[src/rtl/rv32i_pkg.sv]
// Shared RV32 integer register-file constants for the default configuration.
package rv32i_pkg;

    localparam int unsigned XLEN   = 32;
    localparam int unsigned REG_AW = 5;

    typedef logic [REG_AW-1:0] reg_addr_t;

    localparam reg_addr_t REG_ZERO = '0;

endpackage

[src/rtl/rv32i_scoreboard.sv]
// Pending-write scoreboard: one pending bit per register plus a live count.
// Flush clears everything, writeback clears one bit, issue sets one bit and
// wins over both so the newest owner of a register is never lost.
module rv32i_scoreboard #(
    parameter int unsigned DEPTH = 32,
    parameter int unsigned AW    = 5
) (
    input  logic              clk,
    input  logic              rst_n,
    input  logic              i_we,
    input  logic [AW-1:0]     i_rd_addr,
    input  logic              i_issue,
    input  logic [AW-1:0]     i_issue_rd,
    input  logic              i_flush,
    output logic [DEPTH-1:0]  o_pending,
    output logic [AW:0]       o_pending_cnt
);

    logic [DEPTH-1:1] pend_q, pend_d;
    logic [AW:0]      cnt_q, cnt_d;
    logic             issue_v;
    logic             cnt_set;
    logic             cnt_clr;

    // x0 can never be pending, so its bit is a constant rather than a flop
    assign o_pending     = {pend_q, 1'b0};
    assign o_pending_cnt = cnt_q;
    assign issue_v       = i_issue && (i_issue_rd != '0);

    // Next pending bits: flush, then writeback clear, then issue set
    always_comb begin
        pend_d = pend_q;
        if (i_flush) begin
            pend_d = '0;
        end
        for (int unsigned r = 1; r < DEPTH; r++) begin
            if (i_we && (i_rd_addr == AW'(r))) begin
                pend_d[r] = 1'b0;
            end
            if (issue_v && (i_issue_rd == AW'(r))) begin
                pend_d[r] = 1'b1;
            end
        end
    end

    // Next count tracks the bit transitions exactly, so it cannot overrun
    always_comb begin
        cnt_set = issue_v && !o_pending[i_issue_rd];
        cnt_clr = i_we && o_pending[i_rd_addr] && !(issue_v && (i_issue_rd == i_rd_addr));
        if (i_flush) begin
            cnt_d = {{AW{1'b0}}, issue_v};
        end else begin
            cnt_d = cnt_q + (AW+1)'(cnt_set) - (AW+1)'(cnt_clr);
        end
    end

    // Scoreboard state
    always_ff @(posedge clk or negedge rst_n) begin
        if (!rst_n) begin
            pend_q <= '0;
            cnt_q  <= '0;
        end else begin
            pend_q <= pend_d;
            cnt_q  <= cnt_d;
        end
    end

endmodule

[src/rtl/rv32i_regfile_sb.sv]
// N-read, 1-write integer register file with write-through bypass and a
// pending-write scoreboard for ID-stage hazard detection. x0 reads as zero.
module rv32i_regfile_sb
    import rv32i_pkg::*;
#(
    parameter int unsigned WIDTH = XLEN,
    parameter int unsigned DEPTH = 2 ** REG_AW,
    parameter int unsigned NREAD = 2,
    localparam int unsigned AW   = $clog2(DEPTH)
) (
    input  logic                   clk,
    input  logic                   rst_n,
    input  logic [NREAD*AW-1:0]    i_rs_addr,
    output logic [NREAD*WIDTH-1:0] o_rs_data,
    output logic [NREAD-1:0]       o_rs_busy,
    input  logic                   i_we,
    input  logic [AW-1:0]          i_rd_addr,
    input  logic [WIDTH-1:0]       i_rd_data,
    input  logic                   i_issue,
    input  logic [AW-1:0]          i_issue_rd,
    input  logic                   i_flush,
    output logic [AW:0]            o_pending_cnt
);

    logic [WIDTH-1:0] regs_q   [DEPTH-1:1];
    logic [WIDTH-1:0] reg_view [DEPTH];
    logic [DEPTH-1:0] pending;
    logic             wr_en;
    logic             wb_live;

    assign wr_en   = i_we && (i_rd_addr != AW'(REG_ZERO));
    // Bypass is suppressed while in reset so every port reads zero
    assign wb_live = i_we && rst_n;

    // Flat view of storage with x0 tied to zero, so reads need no special range
    assign reg_view[0] = '0;
    for (genvar i = 1; i < DEPTH; i++) begin : g_view
        assign reg_view[i] = regs_q[i];
    end

    // Register storage; x0 is not stored and writes to it are dropped
    always_ff @(posedge clk or negedge rst_n) begin
        if (!rst_n) begin
            for (int unsigned r = 1; r < DEPTH; r++) begin
                regs_q[r] <= '0;
            end
        end else begin
            for (int unsigned r = 1; r < DEPTH; r++) begin
                if (wr_en && (i_rd_addr == AW'(r))) begin
                    regs_q[r] <= i_rd_data;
                end
            end
        end
    end

    rv32i_scoreboard #(
        .DEPTH (DEPTH),
        .AW    (AW)
    ) u_scoreboard (
        .clk           (clk),
        .rst_n         (rst_n),
        .i_we          (i_we),
        .i_rd_addr     (i_rd_addr),
        .i_issue       (i_issue),
        .i_issue_rd    (i_issue_rd),
        .i_flush       (i_flush),
        .o_pending     (pending),
        .o_pending_cnt (o_pending_cnt)
    );

    for (genvar k = 0; k < NREAD; k++) begin : g_rd
        logic [AW-1:0] addr;
        logic          hit;

        assign addr = i_rs_addr[k*AW +: AW];
        assign hit  = wb_live && (i_rd_addr == addr) && (addr != AW'(REG_ZERO));

        assign o_rs_data[k*WIDTH +: WIDTH] = hit ? i_rd_data : reg_view[addr];
        // A same-cycle writeback resolves the hazard because its data is bypassed
        assign o_rs_busy[k] = pending[addr] & ~hit;
    end

endmodule

[config.mk]
export PLATFORM = sky130hd
export DESIGN_NAME = rv32i_regfile_sb
export DESIGN_NICKNAME = d
export VERILOG_FILES = /design/src/rtl/rv32i_pkg.sv /design/src/rtl/rv32i_scoreboard.sv /design/src/rtl/rv32i_regfile_sb.sv
export SDC_FILE = /design/constraint.sdc
export NUM_CORES = 2
export LEC_CHECK = 0
export ABC_AREA = 1
export CAP_MARGIN = 20
export CORE_UTILIZATION = 64
export DETAILED_ROUTE_END_ITERATION = 10
export PLACE_DENSITY = 0.89
export SLEW_MARGIN = 40
export SYNTH_ARGS = -nofsm -noshare
export SYNTH_HDL_FRONTEND = slang
export SYNTH_SLANG_ARGS = --single-unit
[constraint.sdc]
create_clock -name clk -period 2.65 [get_ports clk]
set_input_delay 0.53 -clock clk [delete_from_list [all_inputs] [get_ports clk]]
set_output_delay 0.53 -clock clk [all_outputs]
set_load 0.005 [all_outputs]
==> results of run 1 <==
stage by stage:
step	TNS (ns)	hold WS, ns	std cells	util [%]	setup slack, ns
after floorplan	0	0.234	9428	-	0.0212
after global placement	-43.20	0.489	10681	71.5	-0.735
after detailed placement	-45.77	0.500	10682	71.6	-0.776
after CTS	-1.07	0.188	11001	78.5	-0.142
per-layer routing:
| layer | GRT overflow | track usage [%] |
|---|---|---|
| met5 | 9 | 56.4 |
| met4 | 153 | 77.7 |
| met3 | 47 | 74.7 |
| met2 | 208 | 90.4 |
| met1 | 59 | 82.1 |
cells in the mapped netlist:
cell / instances
fa_1: 1
a21oi_1: 18
o221ai_1: 1
xor2_1: 5
a31oi_1: 1
o21ai_0: 488
inv_1: 922
o21ai_1: 536
clkinv_1: 3
nor3_2: 4
inv_4: 6
nor2_2: 11
inv_2: 17
clkbuf_1: 168
o32ai_1: 9
clkbuf_2: 1
o31ai_1: 17
nand2_2: 9
inv_6: 1
nand3_1: 1862
buf_4: 160
buf_2: 365
nor2_1: 182
ha_1: 6
dfrtp_1: 1029
a31o_2: 1
nand4_1: 6
o22ai_1: 4
buf_1: 26
nand2_4: 6
nand2_1: 3483
a21oi_2: 1
nor2_4: 12
buf_6: 63
nor2_8: 4
kinds of logic after synthesis:
group / synth area share, %
AO/OA/AOI/OAI: 8.70
AND/OR/NAND/NOR: 37.4
XOR/XNOR: 0.0695
adder cells (fa/ha/maj): 0.151
flip-flops: 40.9
buffers and inverters: 12.8
what timing repair did:
item                                   in CTS
pin swaps                                  58
endpoints found under the hold margin       0
resized for setup                         557
buffers inserted                           89
gates cloned                               33
setup endpoints to repair                  67
==> key figures, run 1 <==
Status
  – Outcome: aborted with a tool error
  – Stop stage: global routing (5_1_grt)
  – Tool error: [ERROR GRT-0232] Routing congestion too high. Check the congestion heatmap in the GUI.

Logic synthesis
  – Post-synth top area share: 40.9%
  – Post-synthesis sequential area ratio: 40.9%
  – #FFs+latches synth: approximately 1000
  – Yosys warnings: 0
  – Synth cell types: 35
  – Synthesized cell area: 63000 um2
  – Area contributors post-synth: dfrtp_1, nand2_1, nand3_1, inv_1, o21ai_1
  – Post-synth top area cell: dfrtp_1
  – Mapped Avg Cell Area: about 6.7 um2
  – Net Count, Synth: between 9000 and 10000
  – Gate Count Post-Synth: between 9000 and 10000

Floorplanning
  – Initial Utilization: around two thirds
  – Die width: 316 um
  – Count of standard-cell rows: 114
  – Die Y: about 320 um
  – Ports: 129

STA
  – Kind of the worst endpoint: output port
  – Worst setup endpoint GRT: o_rs_data[39]

Clock tree
  – Max Buffers Root-to-Sink: 3
  – H-tree Lvls: 3
  – TritonCTS Sinks: approximately 1000
  – CTS root buf: clkbuf_16
  – # hold bufs at CTS: 0
  – Cts bufs inserted: 111

Place
  – PortBufs: ~130
  – HPWL after detailed placement: about 160000 um
  – Placed instance area: slightly below 70000 um2
  – Routability congestion estimate: 1.02

Global routing
  – Tot GR Track Use: 81.5%
  – Total gr overflow: 476
  – Pin count of the biggest net entering global routing: 151
==> inputs of run 2 (changes only) <==
--- a/config.mk
+++ b/config.mk
@@ -7,9 +7,9 @@
 export LEC_CHECK = 0
 export ABC_AREA = 1
 export CAP_MARGIN = 20
-export CORE_UTILIZATION = 64
+export CORE_UTILIZATION = 40
 export DETAILED_ROUTE_END_ITERATION = 10
-export PLACE_DENSITY = 0.89
+export PLACE_DENSITY_LB_ADDON = 0.15
 export SLEW_MARGIN = 40
 export SYNTH_ARGS = -nofsm -noshare
 export SYNTH_HDL_FRONTEND = slang
==> run 2 against run 1 <==
  * The flow now finishes, with violations (negative setup slack)
  * Synthesized cell count did not move
  * Synthesized area did not move
==> key figures, run 2 <==
Power and ir drop
  – Comb power frac: between 20 and 30%
  – Sw Pwr: 0.0182 W
  – Maximum vdd drop: 0.702 mV
  – Pwr Total: ~0.054 W
  – Pint: about 0.036 W
  – Cell area power density: ~680 nW/um2
  – Sequential power share: between 30% and 40%
  – Switching share of power: between 30% and 40%
  – Clock share of power: around 35%
  – Pleak: around 38 nW

Floorplanning
  – Die width: 399 um (+26%)
  – Die area: 159000 um2
  – Die Y: 399 um (+26%)
  – Count of standard-cell rows: 145 (+27%)
  – Ports: 129 (unchanged)
  – Core area: ~160000 um2
  – Initial Utilization: 40.3% (-25 points)

Clock tree
  – Worst-Skew Late Latency: 0.78 ns
  – Clk slew on worst S/H paths: 0.05 ns
  – CTS root buf: clkbuf_16
  – Max Buffers Root-to-Sink: 3 (unchanged)
  – H-tree Lvls: 4 (+1)
  – Cts bufs inserted: 130 (+17%)
  – CTS tree: yes
  – TritonCTS Sinks: 1029 (unchanged)

Logic synthesis
  – Area contributors post-synth: dfrtp_1, nand2_1, nand3_1, inv_1, o21ai_1
  – Post-synth EDFFs: 0 (unchanged)
  – Post-synthesis sequential area ratio: 40.9% (unchanged)
  – Main synth FF type: dfrtp_1
  – Post-synth top area share: 40.9% (unchanged)
  – Post-synth top area cell: dfrtp_1
  – Net Count, Synth: 9492 (unchanged)
  – Count leader, synth: nand2_1
  – Yosys warnings: 0 (unchanged)
  – Synth cell types: 35 (unchanged)
  – Synthesized cell area: 63000 um2 (unchanged)
  – #FFs+latches synth: 1029 (unchanged)
  – FFs w/ async S/R, synth: 100% (unchanged)
  – Gate Count Post-Synth: 9428 (unchanged)
  – Post-synth top cells: nand2_1, nand3_1, dfrtp_1
  – Mapped Avg Cell Area: 6.68 um2 (unchanged)

Global routing
  – Initial antenna violation count: 6
  – First-pass GRT wire length: slightly above 400000 um
  – Total gr overflow: 0
  – Tot GR Track Use: between 30% and 40%
  – Pin count of the biggest net entering global routing: between 100 and 150
  – Vias in the first global route: 61625

STA
  – Tightest Pin Transition: between 0.7 and 0.8 ns
  – Final setup viols: 3
  – Hold WS: about 0.058 ns
  – Clock Skews: 0.00865 ns
  – Tmin final: about 2.7 ns
  – Fin crit share: 101%
  – Max Slew Vio Count: 0
  – Max transition margin: a little under half
  – Fmax: 374 MHz
  – Fin. Hold Viols: 0
  – RSZ-0062 raised after global routing: true
  – Final setup margin: -0.0242 ns

Cells and area
  – Area occupied by multi-input gates: roughly 32000 um2
  – Layout area overhead: 27.0%
  – NumNets Final: 9791
  – Util after Layout: approximately half
  – FF/Latch Area: 25800 um2
  – Cell Count, Final, Fillers Out: around 12000
  – Max FFs per register: just under 1000
  – Most frequent cells in the layout: nand2_1, nand3_1, dfrtp_1, inv_1, o21ai_1
  – Fill count: between 15000 and 20000
  – Layout cell share with drive strength beyond 1: roughly 20%
  – Finished Cell Area: between 70000 and 80000 um2
  – Commonest non-fill, non-tap cell in the layout: nand2_1

Critical path
  – Critical path class: flop to output port
  – Worst Setup End Kind: output port
  – Critical path arrival: between 2 and 2.5 ns
  – Nature of the critical path startpoint: flop
  – Crit path largest cell delay: a little under 0.4 ns
  – Slowest stage cell, crit path: dfrtp_1
  – Critical path data required time: around 2.1 ns
  – CP Cell Sequence: buf_6 > nand2_4 > nand3_2 > nand2_2 > nand2_2 > nand3_2 > nand3_2 > buf_6 > nand3_2 > nand2_1 > buf_2
  – Crit-path max FO: 2
  – Crit-path most repeated cell: nand3_2

Routing
  – Residual DRC: 0
  – Avg Vias per Cell: between 5 and 6
  – WL per Instance: 23.4 um
  – Final antenna-violating net count: 0
  – Via count: 67049
  – 1st-iter DRT viols: around 8600
  – Initial DRT Pass Iterations: 9
  – Final wirelength: 278000 um

Flow run
  – Max cap viols: 0

Place
  – Routability congestion estimate: 0.911 (-10%)
  – PortBufs: 128 (unchanged)
  – Placed instance area: 70700 um2 (+1.7%)
  – Placed Cells: 11484 (+7.5%)
  – HPWL after detailed placement: 175000 um (+8.7%)

Status
  – Failing checks: negative setup slack
  – Outcome: complete, but fails checks

Min path
  – Hold/Removal Path Class: input port to async pin
[run 2: cell families after synthesis]
family | count (synthesis) | share of synthesized area [%]
AOI/OAI and AO/OA | 1076 | 8.70
xor gates and xnor gates | 5 | 0.0695
adders and majority gates | 7 | 0.151
buffers and inverters | 1732 | 12.8
DFF | 1029 | 40.9
and+or+nand+nor | 5579 | 37.4
[run 2: final timing paths]
| check | from | to | slack, ns | depth (start not counted) |
|---|---|---|---|---|
| worst max-delay path | reg_view[895] | o_rs_data[31] | -0.02 | 11 |
| worst min-delay path | rst_n | reg_view[306] | 0.06 | 3 |
| worst max register to register | u_scoreboard.pend_q[21] | u_scoreboard.o_pending_cnt[4] | 0.06 | 18 |
| worst min register to register | reg_view[786] | reg_view[786] | 0.51 | 2 |
| max in group asynchronous | rst_n | reg_view[202] | 0.62 | 6 |
| min in group clk | i_we | u_scoreboard.pend_q[7] | 0.51 | 7 |
[run 2: final cells by class]
type / count / area share, %
flip-flops and latches: 1029 / 32.2
multi-input cells: 6667 / 39.8
well taps: 2058 / 3.22
diodes: 3 / 0.00939
repair inverters: 4 / 0.0595
clock buffers: 192 / 4.93
clock inverters: 41 / 0.693
repair buffers: 946 / 14.5
inverters: 949 / 4.62
[run 2: routing by layer]
metal | vias to the layer above | GRT usage [%] | wire length [um]
li1 | 30537 | - | -
met1 | 31989 | 47.9 | 116000
met2 | 3833 | 50.1 | 118000
met3 | 688 | 7.38 | 30400
met4 | 2 | 16.3 | 13600
met5 | - | 0 | 13
[run 2: power groups by stage]
stage	combinational, W	sequential, W	clock, W
CTS	0.0142	0.0204	0.0190
finish	0.0149	0.0205	0.0188
global route	0.0166	0.0209	0.0196
floorplan	0.00892	0.0203	0
global placement	0.0132	0.0205	0
detailed placement	0.0135	0.0206	0
[run 2: what timing repair did]
| item | 4_1_cts | 5_1_grt |
|---|---|---|
| pin swaps | 167 | 175 |
| setup buffers | 89 | 59 |
| gates cloned | 21 | 13 |
| setup endpoints to repair | 66 | 66 |
| hold buffers | 1 | 0 |
| resized for setup | 797 | 431 |
| hold endpoints to repair | 38 | 0 |
[run 2: through the flow]
step                      setup slack, ns  setup TNS, ns
after floorplan                    0.0212              0
after global placement             -0.813         -51.06
after detailed placement           -0.797         -51.10
after CTS                         -0.0819         -0.899
after global routing               -0.115          -1.04
final                             -0.0242        -0.0418
[run 2: worst max-delay path: cells and delay by family, from the launching register on]
family / cells / cell delay, ns
AND/OR/NAND/NOR: 8 / 0.56
flip-flops: 1 / 0.39
buffers and inverters: 3 / 0.41
(Power assumes the default switching activity.)
